[config.mk]
export PLATFORM = sky130hd
export DESIGN_NAME = bram_port_adapter_flat
export DESIGN_NICKNAME = d
export VERILOG_FILES = /design/src/rtl/bram_port_adapter_if.sv /design/src/rtl/bram_port_adapter.sv /design/src/flat_wrapper.sv
export SDC_FILE = /design/constraint.sdc
export NUM_CORES = 1
export LEC_CHECK = 0
export ABC_CLOCK_PERIOD_IN_PS = 2550
export CAP_MARGIN = 10
export CORE_UTILIZATION = 41
export DETAILED_ROUTE_END_ITERATION = 10
export PLACE_DENSITY = 0.8
export REMOVE_ABC_BUFFERS = 1
export SLEW_MARGIN = 20
export SYNTH_ARGS = -nofsm -noshare
export SYNTH_HDL_FRONTEND = slang
export SYNTH_SLANG_ARGS = --single-unit
[constraint.sdc]
create_clock -name clka -period 2.55 [get_ports clka]
set_input_delay 0.51 -clock clka [delete_from_list [all_inputs] [get_ports clka]]
set_output_delay 0.51 -clock clka [all_outputs]
set_load 0.01 [all_outputs]
[src/rtl/bram_port_adapter_if.sv]
// Request, response and RAM-port signals of bram_port_adapter, bundled so the
// pipeline side, the adapter and the RAM model can share one connection.
interface bram_port_adapter_if #(
  parameter int unsigned RAM_WIDTH = 32,
  parameter int unsigned AW        = 10
);
  logic                 req_valid;
  logic                 req_ready;
  logic                 req_we;
  logic [AW-1:0]        req_addr;
  logic [RAM_WIDTH-1:0] req_wdata;
  logic                 resp_valid;
  logic                 resp_ready;
  logic [RAM_WIDTH-1:0] resp_rdata;
  logic                 bram_ena;
  logic                 bram_wea;
  logic [AW-1:0]        bram_addra;
  logic [RAM_WIDTH-1:0] bram_dina;
  logic [RAM_WIDTH-1:0] bram_douta;

  // Adapter side: takes requests and RAM data, produces responses and RAM controls
  modport slave (
    input  req_valid, req_we, req_addr, req_wdata, resp_ready, bram_douta,
    output req_ready, resp_valid, resp_rdata, bram_ena, bram_wea, bram_addra, bram_dina
  );

  modport master (
    output req_valid, req_we, req_addr, req_wdata, resp_ready, bram_douta,
    input  req_ready, resp_valid, resp_rdata, bram_ena, bram_wea, bram_addra, bram_dina
  );
endinterface

[src/rtl/bram_port_adapter.sv]
// Valid/ready front end for a single-port read-first BRAM with one-cycle read
// latency; a 2-entry response buffer catches RAM output under backpressure.
module bram_port_adapter #(
  parameter int unsigned RAM_WIDTH  = 32,
  parameter int unsigned RAM_DEPTH  = 1024,
  parameter bit          WRITE_RESP = 1'b0
) (
  input logic                clka,
  input logic                rsta_n,
  bram_port_adapter_if.slave bus
);

  localparam int unsigned AW = (RAM_DEPTH > 1) ? $clog2(RAM_DEPTH) : 1;

  logic                 inflight_q, inflight_d;
  logic [1:0]           count_q, count_d;
  logic                 rdPtr_q, rdPtr_d;
  logic                 wrPtr_q, wrPtr_d;
  logic [RAM_WIDTH-1:0] fifo_q [2];

  logic [1:0] occupancy;
  logic       fire;
  logic       pop;
  logic       fifoPop;
  logic       push;

  // Credit is taken from registered state only, so resp_ready never reaches req_ready
  assign occupancy     = count_q + {1'b0, inflight_q};
  assign bus.req_ready = rsta_n & (occupancy < 2'd2);
  assign fire          = bus.req_valid & bus.req_ready;

  assign bus.bram_ena   = fire;
  assign bus.bram_wea   = fire & bus.req_we;
  assign bus.bram_addra = AW'(bus.req_addr);
  assign bus.bram_dina  = bus.req_wdata;

  // With an empty buffer the RAM output is bypassed straight to the consumer
  assign bus.resp_valid = (count_q != 2'd0) | inflight_q;
  assign bus.resp_rdata = (count_q != 2'd0) ? fifo_q[rdPtr_q] : bus.bram_douta;

  assign pop     = bus.resp_valid & bus.resp_ready;
  assign fifoPop = pop & (count_q != 2'd0);
  assign push    = inflight_q & ((count_q != 2'd0) | ~bus.resp_ready);

  always_comb begin
    inflight_d = fire & (~bus.req_we | WRITE_RESP);
    count_d    = count_q + {1'b0, push} - {1'b0, fifoPop};
    rdPtr_d    = rdPtr_q ^ fifoPop;
    wrPtr_d    = wrPtr_q ^ push;
  end

  always_ff @(posedge clka or negedge rsta_n) begin
    if (!rsta_n) begin
      inflight_q <= 1'b0;
      count_q    <= 2'd0;
      rdPtr_q    <= 1'b0;
      wrPtr_q    <= 1'b0;
    end else begin
      inflight_q <= inflight_d;
      count_q    <= count_d;
      rdPtr_q    <= rdPtr_d;
      wrPtr_q    <= wrPtr_d;
    end
  end

  // Push samples the pre-edge RAM output, so a same-edge new access cannot clobber it
  always_ff @(posedge clka) begin
    if (push) begin
      fifo_q[wrPtr_q] <= bus.bram_douta;
    end
  end

endmodule

[src/flat_wrapper.sv]
// flat-port wrapper written by rule: the top's interface ports become plain ports
module bram_port_adapter_flat 
#(
  parameter int unsigned RAM_WIDTH  = 32,
  parameter int unsigned RAM_DEPTH  = 1024,
  parameter bit          WRITE_RESP = 1'b0
)
  (clka, rsta_n, bus_req_valid, bus_req_we, bus_req_addr, bus_req_wdata, bus_resp_ready, bus_bram_douta, bus_req_ready, bus_resp_valid, bus_resp_rdata, bus_bram_ena, bus_bram_wea, bus_bram_addra, bus_bram_dina);
  bram_port_adapter_if #(.RAM_WIDTH(RAM_WIDTH), .AW(10)) bus_i ();
  input logic clka;
  input logic rsta_n;
  input wire logic [$bits(bus_i.req_valid)-1:0] bus_req_valid;
  input wire logic [$bits(bus_i.req_we)-1:0] bus_req_we;
  input wire logic [$bits(bus_i.req_addr)-1:0] bus_req_addr;
  input wire logic [$bits(bus_i.req_wdata)-1:0] bus_req_wdata;
  input wire logic [$bits(bus_i.resp_ready)-1:0] bus_resp_ready;
  input wire logic [$bits(bus_i.bram_douta)-1:0] bus_bram_douta;
  output wire logic [$bits(bus_i.req_ready)-1:0] bus_req_ready;
  output wire logic [$bits(bus_i.resp_valid)-1:0] bus_resp_valid;
  output wire logic [$bits(bus_i.resp_rdata)-1:0] bus_resp_rdata;
  output wire logic [$bits(bus_i.bram_ena)-1:0] bus_bram_ena;
  output wire logic [$bits(bus_i.bram_wea)-1:0] bus_bram_wea;
  output wire logic [$bits(bus_i.bram_addra)-1:0] bus_bram_addra;
  output wire logic [$bits(bus_i.bram_dina)-1:0] bus_bram_dina;
  assign bus_i.req_valid = bus_req_valid;
  assign bus_i.req_we = bus_req_we;
  assign bus_i.req_addr = bus_req_addr;
  assign bus_i.req_wdata = bus_req_wdata;
  assign bus_i.resp_ready = bus_resp_ready;
  assign bus_i.bram_douta = bus_bram_douta;
  assign bus_req_ready = bus_i.req_ready;
  assign bus_resp_valid = bus_i.resp_valid;
  assign bus_resp_rdata = bus_i.resp_rdata;
  assign bus_bram_ena = bus_i.bram_ena;
  assign bus_bram_wea = bus_i.bram_wea;
  assign bus_bram_addra = bus_i.bram_addra;
  assign bus_bram_dina = bus_i.bram_dina;
  bram_port_adapter #(.RAM_WIDTH(RAM_WIDTH), .RAM_DEPTH(RAM_DEPTH), .WRITE_RESP(WRITE_RESP)) u_core (.clka(clka), .rsta_n(rsta_n), .bus(bus_i));
endmodule
# == After elaboration in Yosys (flattened, before gate mapping) ==
# Memories as Yosys holds them, arrays and structs flattened.
# Index checks and enable logic that the tools add are counted.
# word_totals
reg_bits,5
latchBits,0
ramBits,64
romBits,0
elab_cells,26
n_memories,1
# classes
add_sub_neg,3
mul,0
n_div,0
n_lt_le_gt_ge,1
eq_ne,0
shift,0
mux,3
n_bitwise,13
n_reduce_logical,1
# memory_table
memory,words,word_bits,rd,rd_ports_with_merged_regs,wr,line_no,rtl
u_core.fifo_q,2,32,1,0,1,bram_port_adapter.sv:19,logic [RAM_WIDTH-1:0] fifo_q [2];
# ops
cell,count
$mux W32,1
$and A1 B1 Y1,7
$add A2 B1 Y2,2
$lt A2 B2 Y1 const B,1
$mux W1,2
$not A1 Y1,2
$or A1 B1 Y1,2
$reduce_bool A2 Y1,1
$sub A2 B1 Y2,1
$xor A1 B1 Y1,2

# == Depth between registers and ports, before layout ==
# Gate-level depths: netlist of run 1.
# logic_depth
word_depth,5
ltp_mapped,8
depth_no_buf,7

# == Least setup slack after synthesis of run 1 ==
# OpenSTA, ideal clock, no wires.
# synth_timing
path_type,flip-flop to flip-flop
start,register u_core.count_q[0]
end,memory u_core.fifo_q[1][0] (enable)
arrival_time_ns,1.716
t_required_ns,2.158
setup_slack_ns,0.442
path_stages_with_launch,5
n_path_buf,1
synth_period_minus_slack_ns,2.108
path_cell_list,dfrtp_1 > buf_2 > nor2_1 > a21boi_0 > ha_1
# synth_via
elab_chain_len,5
# synth_rtl
item,line_no,rtl
from (decl),bram_port_adapter.sv:16,"logic [1:0] count_q, count_d;"
from (signal assigned),bram_port_adapter.sv:60,count_q <= count_d;
$reduce_bool A2 Y1,bram_port_adapter.sv:43,assign push = inflight_q & ((count_q != 2'd0) | ~bus.resp_ready);
$or A1 B1 Y1,bram_port_adapter.sv:43,
$and A1 B1 Y1,bram_port_adapter.sv:43,
$mux W1,bram_port_adapter.sv:68,if (push) begin
$mux W1 (implied by the code),bram_port_adapter.sv:69,fifo_q[wrPtr_q] <= bus.bram_douta;
to (decl),bram_port_adapter.sv:19,
# No other way between the ends.

# == Final worst setup path of run 1 ==
# layout_timing
start,register u_core.count_q[1]
end,output bus_bram_wea
# layout_via
elab_chain_len,5
# layout_rtl
item,line_no,rtl
$add A2 B1 Y2,bram_port_adapter.sv:28,"assign occupancy = count_q + {1'b0, inflight_q};"
$lt A2 B2 Y1,bram_port_adapter.sv:29,assign bus.req_ready = rsta_n & (occupancy < 2'd2);
$and A1 B1 Y1,bram_port_adapter.sv:29,
$and A1 B1 Y1,bram_port_adapter.sv:30,assign fire = bus.req_valid & bus.req_ready;
$and A1 B1 Y1,bram_port_adapter.sv:33,assign bus.bram_wea = fire & bus.req_we;
to (decl),flat_wrapper.sv:22,output wire logic [$bits(bus_i.bram_wea)-1:0] bus_bram_wea;
# No other way between the ends.

==> reports/metrics.csv, run 1 <==
metric;value;unit
slew_headroom;72.3;%
rsz0062_at_grt;false;
regToRegStartpoint;u_core.count_q[1];
criticalPathCategory;flop to output pin;
antenna_cells;0;
grt_pass1_wl;11800;um
overflow;0;
cts_buffers;9;
start_kind;flop;
vdd_drop_max;488;uV
ctsLongestPathBuffers;2;
utilization;52.3;%
grt_pass1_vias;2106;
vias;2066;
p_per_area;1040;nW/um2
rows;32;
netlist_area;3300;um2
syn_to_final_growth;23.1;%
htree_levels;3;
clk_pin_slew_worst_paths;0.06;ns
syn_avg_cell_area;13.4;um2
root_buffer;clkbuf_8;
whs;0.481;ns
wire_per_inst;19.7;um
fmax;404;MHz
finalMaxSlewViolations;0;
ant_nets;0;
initial_core_util;42.5;%
rr_worst_depth;5;
clock_latency;0.32;ns
cp_data_arrival_time;1.96;ns
synth_top_area_share;58.2;%
ys_top_cells_by_area;edfxtp_1, buf_4, mux2i_1;
coreArea;7770;um2
antenna_found_initial;0;
synth_seq_cells;69;
drtIter0Drc;132;
synth_top_family_by_area;buffers and inverters;
port_buffers;72;
crit_required;2.04;ns
drt_wl_total;7690;um
r2r_end;u_core.fifo_q[1][14];
end_kind;output pin;
rrSetupSlack;0.59;ns
fin_nets;370;
synth_compound_area_share;5.46;%
p_leak;1.46;nW
outcome;complete, no violations;
ios;157;
yosys_warnings;0;
clock_sinks;69;
setup_viol;0;
drive_above_1_share;11.4;%
synth-simple-area-share;7.05;%
synth_cell_types;22;
finalCritPeriodShare;97.0;%
fp.dieW;91.7;um
cap_violations;0;
critical_path_peak_fanout;21;
yosysSeqAreaShare;62.0;%
yosys.area.top_type;edfxtp_1;
synth.area.mux_share;9.70;%
fin_crit;2.47;ns
remaining_drc_errors;0;
hpwl;5270;um
min_path_type;primary input to async pin;
place_congestion;0.689;
worst_pin_slew;0.412;ns
grt_max_degree;24;
cts_tree;built;
synth_cells;247;
first_pass_iters;4;
fin_worst_skew;0.00674;ns
synthAdderAreaFrac;1.52;%
finalHoldViolCount;0;
vias_per_cell;5.28;
synthXorXnorAreaFrac;0.796;%
die_h;91.7;um
track_usage;19.0;%
dieArea;8420;um2
## cell usage in the layout (no fill, tap or decap), types with 3 or more instances in the layout
cell	n
buf_6	3
edfxtp_1	64
dfrtp_1	4
clkdlybuf4s50_1	71
mux2i_1	32
buf_4	9
buf_12	3
inv_1	5
a21oi_1	32
nor3_1	33
clkbuf_8	9
xnor2_1	3
## metrics by stage
stage | instances | instance area, um2 | TNS, ns | worst slack (ns) | power [mW]
2_1_floorplan | 189 | 2880 | -1.71 | -0.0267 | 2.37
3_3_place_gp | 376 | 3860 | 0 | 0.155 | 3.41
3_5_place_dp | 376 | 3860 | 0 | 0.142 | 3.44
4_1_cts | 389 | 4040 | 0 | 0.00556 | 4.23
5_1_grt | 391 | 4070 | 0 | 0.00419 | 4.49
6_report | 391 | 4070 | 0 | 0.0760 | 4.24
## logic make-up after synthesis
group                      after synthesis
xor gates and xnor gates                 3
adders and majority gates                4
muxes                                   32
buffers and inverters                   63
AOI/OAI and AO/OA                       35
DFF                                     69
and+or+nand+nor                         41
## area by class of cell
cell class	instances	area (um2)
Clock buffer	9	124
Multi-Input combinational cell	115	817
Tap cell	102	128
Inverter	5	18.8
Fill cell	675	3700
Sequential cell	69	2050
Timing Repair Buffer	87	885
Clock inverter	4	42.5
## registers in the layout, summed over array words and instances (netlist names)
| name | cells |
|---|---|
| u_core.fifo_q | 64 |
| u_core.count_q | 2 |
| u_core.inflight_q | 1 |
| u_core.rdPtr_q | 1 |
| u_core.wrPtr_q | 1 |
## critical path, stage by stage (launching register included)
cell,delay [ns]
dfrtp_1,0.36
buf_6,0.21
and3b_4,0.25
nor4b_2,0.24
clkdlybuf4s50_1,0.57
## how the worst max path moves through the flow
stage	startpoint	to	cells past startpoint
after global placement	rsta_n	bus_req_ready	4
final	u_core.count_q[1]	bus_bram_wea	4
after detailed placement	rsta_n	bus_req_ready	4
after global routing	u_core.count_q[1]	bus_resp_rdata[4]	4
after CTS	u_core.count_q[1]	bus_resp_rdata[11]	4
after floorplan	u_core.count_q[1]	u_core.fifo_q[1][0]	3
## metal layers
| metal | wire length, um | GRT usage (%) | up-vias |
|---|---|---|---|
| li1 | - | - | 945 |
| met1 | 3160 | 23.3 | 972 |
| met2 | 3310 | 26.6 | 133 |
| met3 | 1040 | 13.0 | 12 |
| met4 | 69 | 3.78 | 4 |
| met5 | 100 | 12.2 | - |
## report_power, final
part | internal, mW | switching [mW] | total (mW) | leakage [nW]
Combinational | 1.07 | 1.00 | 2.08 | 0.733
Clock | 0.427 | 0.358 | 0.784 | 0.0859
Sequential | 1.34 | 0.0427 | 1.38 | 0.637
## cells in the mapped netlist
cell	number
nor2_1	1
mux2i_1	32
nor3_1	33
dfrtp_1	5
xnor2_1	3
nor4_2	1
clkbuf_2	1
and3b_4	1
o21ai_0	1
nor3b_1	1
or3_1	1
nand2_1	1
edfxtp_1	64
nor4b_2	1
buf_6	3
ha_1	4
buf_4	47
or2_1	1
buf_2	7
a21oi_1	32
inv_1	5
a21boi_0	2
## what timing repair did
item                       CTS  global route
buffers inserted             0             2
gates resized for setup      2             5
hold buffers                 0             0
setup endpoints to repair    4            30
(Power assumes the default switching activity.)
==> inputs of run 2 (changes only) <==
--- a/config.mk
+++ b/config.mk
@@ -5,11 +5,12 @@
 export SDC_FILE = /design/constraint.sdc
 export NUM_CORES = 1
 export LEC_CHECK = 0
-export ABC_CLOCK_PERIOD_IN_PS = 2550
+export ABC_CLOCK_PERIOD_IN_PS = 2100
 export CAP_MARGIN = 10
-export CORE_UTILIZATION = 41
+export CORE_MARGIN = 2
+export CORE_UTILIZATION = 37
 export DETAILED_ROUTE_END_ITERATION = 10
-export PLACE_DENSITY = 0.8
+export PLACE_DENSITY = 0.78
 export REMOVE_ABC_BUFFERS = 1
 export SLEW_MARGIN = 20
 export SYNTH_ARGS = -nofsm -noshare
==> constraint.sdc (replaced) <==
create_clock -name clka -period 2.1 [get_ports clka]
set_input_delay 0.42 -clock clka [delete_from_list [all_inputs] [get_ports clka]]
set_output_delay 0.42 -clock clka [all_outputs]
set_load 0.01 [all_outputs]
==> run 2 against run 1 <==
Cell count rose by 9.5%. Utilization decreased by 3.7 points. Via count rose by 6.3%. Critical endpoint is now bus_resp_valid. Die area is 15% higher. Total power increased by 20%.
==> reports/metrics.csv, run 2 (synthesized netlist as in run 1, its figures left out) <==
metric;value;unit;change
nFillCells;809;;+20%
final.setup.tns;0;ns;unchanged
vias;2197;;+6.3%
syn_to_final_growth;27.7;%;
crit_path_start;u_core.count_q[1];;
largest_reg_flops;64;;unchanged
top_register;u_core.fifo_q;;
pre_cts_ws;-0.132;ns;-0.274 ns
initial_core_util;38.0;%;-4.5 points
finalHoldViolCount;0;;unchanged
top_regs;u_core.fifo_q (64), u_core.count_q (2);;
criticalPathCategory;flop to output pin;;
cp_data_arrival_time;1.61;ns;-0.35 ns
p_per_area;1210;nW/um2;+16%
hpwl;6020;um;+14%
wire_per_inst;20.3;um;+3.1%
antenna_found_initial;0;;unchanged
outcome;complete, no violations;;
crit_required;1.68;ns;-0.36 ns
drive_above_1_share;29.4;%;+18 points
root_buffer;clkbuf_8;;
grt_pass1_wl;12800;um;+9.0%
regToRegStartpoint;u_core.count_q[1];;
finalMaxSlewViolations;0;;unchanged
fin_crit;2.03;ns;
clk_pin_slew_worst_paths;0.07;ns;about the same
grt_max_degree;34;;+42%
first_pass_iters;4;;unchanged
fin_worst_skew;0.00641;ns;-0.000329 ns
port_buffers;72;;unchanged
regArea;2050;um2;about the same
place_congestion;0.742;;+7.6%
worst_pin_slew;0.323;ns;-0.0895 ns
clock_sinks;69;;unchanged
multi_input_area;821;um2;+0.46%
fmax;493;MHz;
grt_pass1_vias;2205;;+4.7%
setup_viol;0;;unchanged
rr_worst_depth;5;;unchanged
endpoint;bus_resp_valid;;
dieArea;9700;um2;+15%
track_usage;17.7;%;-1.3 points
remaining_drc_errors;0;;unchanged
ios;157;;unchanged
cts_tree;built;;
clock_latency;0.33;ns;about the same
slew_headroom;78.4;%;+6.2 points
cts_hold_buf;0;;unchanged
die_h;98.5;um;+7.3%
vdd_drop_max;494;uV;+1.2%
timing.final.ws_setup;0.0714;ns;-0.00458 ns
vias_per_cell;5.13;;-2.9%
ant_nets;0;;unchanged
end_kind;output pin;;
finalCritPeriodShare;96.6;%;
rrSetupSlack;0.22;ns;-0.37 ns
final_cell_mix;edfxtp_1, clkdlybuf4s50_1, buf_4, nor3_1;;
drtIter0Drc;116;;-12%
r2r_end;u_core.fifo_q[0][23];;
coreArea;8680;um2;+12%
drt_wl_total;8670;um;+13%
fp.dieW;98.5;um;+7.3%
min_path_type;primary input to async pin;;
overflow;0;;unchanged
fin_nets;398;;+7.6%
cts_buffers;9;;unchanged
critical_path_peak_fanout;3;;-86%
rows;34;;+6.3%
cap_violations;0;;unchanged
p_leak;1.63;nW;+12%
htree_levels;3;;unchanged
start_kind;flop;;
utilization;48.6;%;-3.7 points
antenna_cells;0;;unchanged
layout_commonest_cell;edfxtp_1;;
ctsLongestPathBuffers;2;;unchanged
==> run 2: cell count changes in the layout (fill, tap and decap cells not counted), sizes merged <==
cell / change
dlygate4sd2: +3
clkbuf: +26
inv: +1
dlymetal6s2s: -1
bufinv: +1
buf: +28
clkdlybuf4s15: +8
clkdlybuf4s50: -35
==> run 2: worst min path at each step <==
stage | start | end | slack, ns | depth (start not counted)
floorplan | rsta_n | u_core.count_q[0] | 0.12 | 0
global placement | u_core.wrPtr_q | u_core.wrPtr_q | 0.63 | 3
detailed placement | u_core.wrPtr_q | u_core.wrPtr_q | 0.65 | 3
CTS | rsta_n | u_core.wrPtr_q | 0.49 | 3
global route | rsta_n | u_core.inflight_q | 0.50 | 3
finish | rsta_n | u_core.wrPtr_q | 0.50 | 3
==> run 2: what timing repair did <==
action | 4_1_cts | 5_1_grt
pin swaps | 0 | 0
setup endpoints to repair | 97 | 88
setup buffers | 1 | 0
gates cloned | 0 | 0
gates resized for setup | 48 | 58
==> run 2: critical path, cell delays in order, from the launching register on <==
cell,delay (ns)
dfrtp_1,0.41
buf_4,0.15
buf_4,0.13
or3_1,0.33
clkdlybuf4s15_1,0.25
==> run 2: area by class of cell <==
cell class | count | share of cell area, %
clock inverter | 6 | 2.05
sequential | 69 | 48.6
inverter | 5 | 0.445
timing repair buffer | 115 | 23.2
clock buffer | 10 | 3.03
multi-input combinational | 115 | 19.5
tap | 108 | 3.20
==> run 2: per-stage QoR <==
stage          hold slack, ns  instance area [um2]  cells  power, mW
2_1_floorplan           0.124                 2880    189       2.88
3_3_place_gp            0.632                 4100    411       4.21
3_5_place_dp            0.649                 4100    411       4.25
4_1_cts                 0.486                 4300    428       5.18
5_1_grt                 0.500                 4220    428       5.39
6_report                0.499                 4220    428       5.09
==> run 2: power by group <==
part,switching [mW],leakage [nW],internal [mW]
Clock,0.474,0.108,0.669
Sequential,0.0605,0.636,1.62
Combinational,1.23,0.883,1.04
==> run 2: metal layers <==
metal / track usage, % / part of all wire [%]
met5: 10.3 / 1.4
met4: 4.43 / 0.65
met3: 12.1 / 14
met2: 23.6 / 42
met1: 22.7 / 41
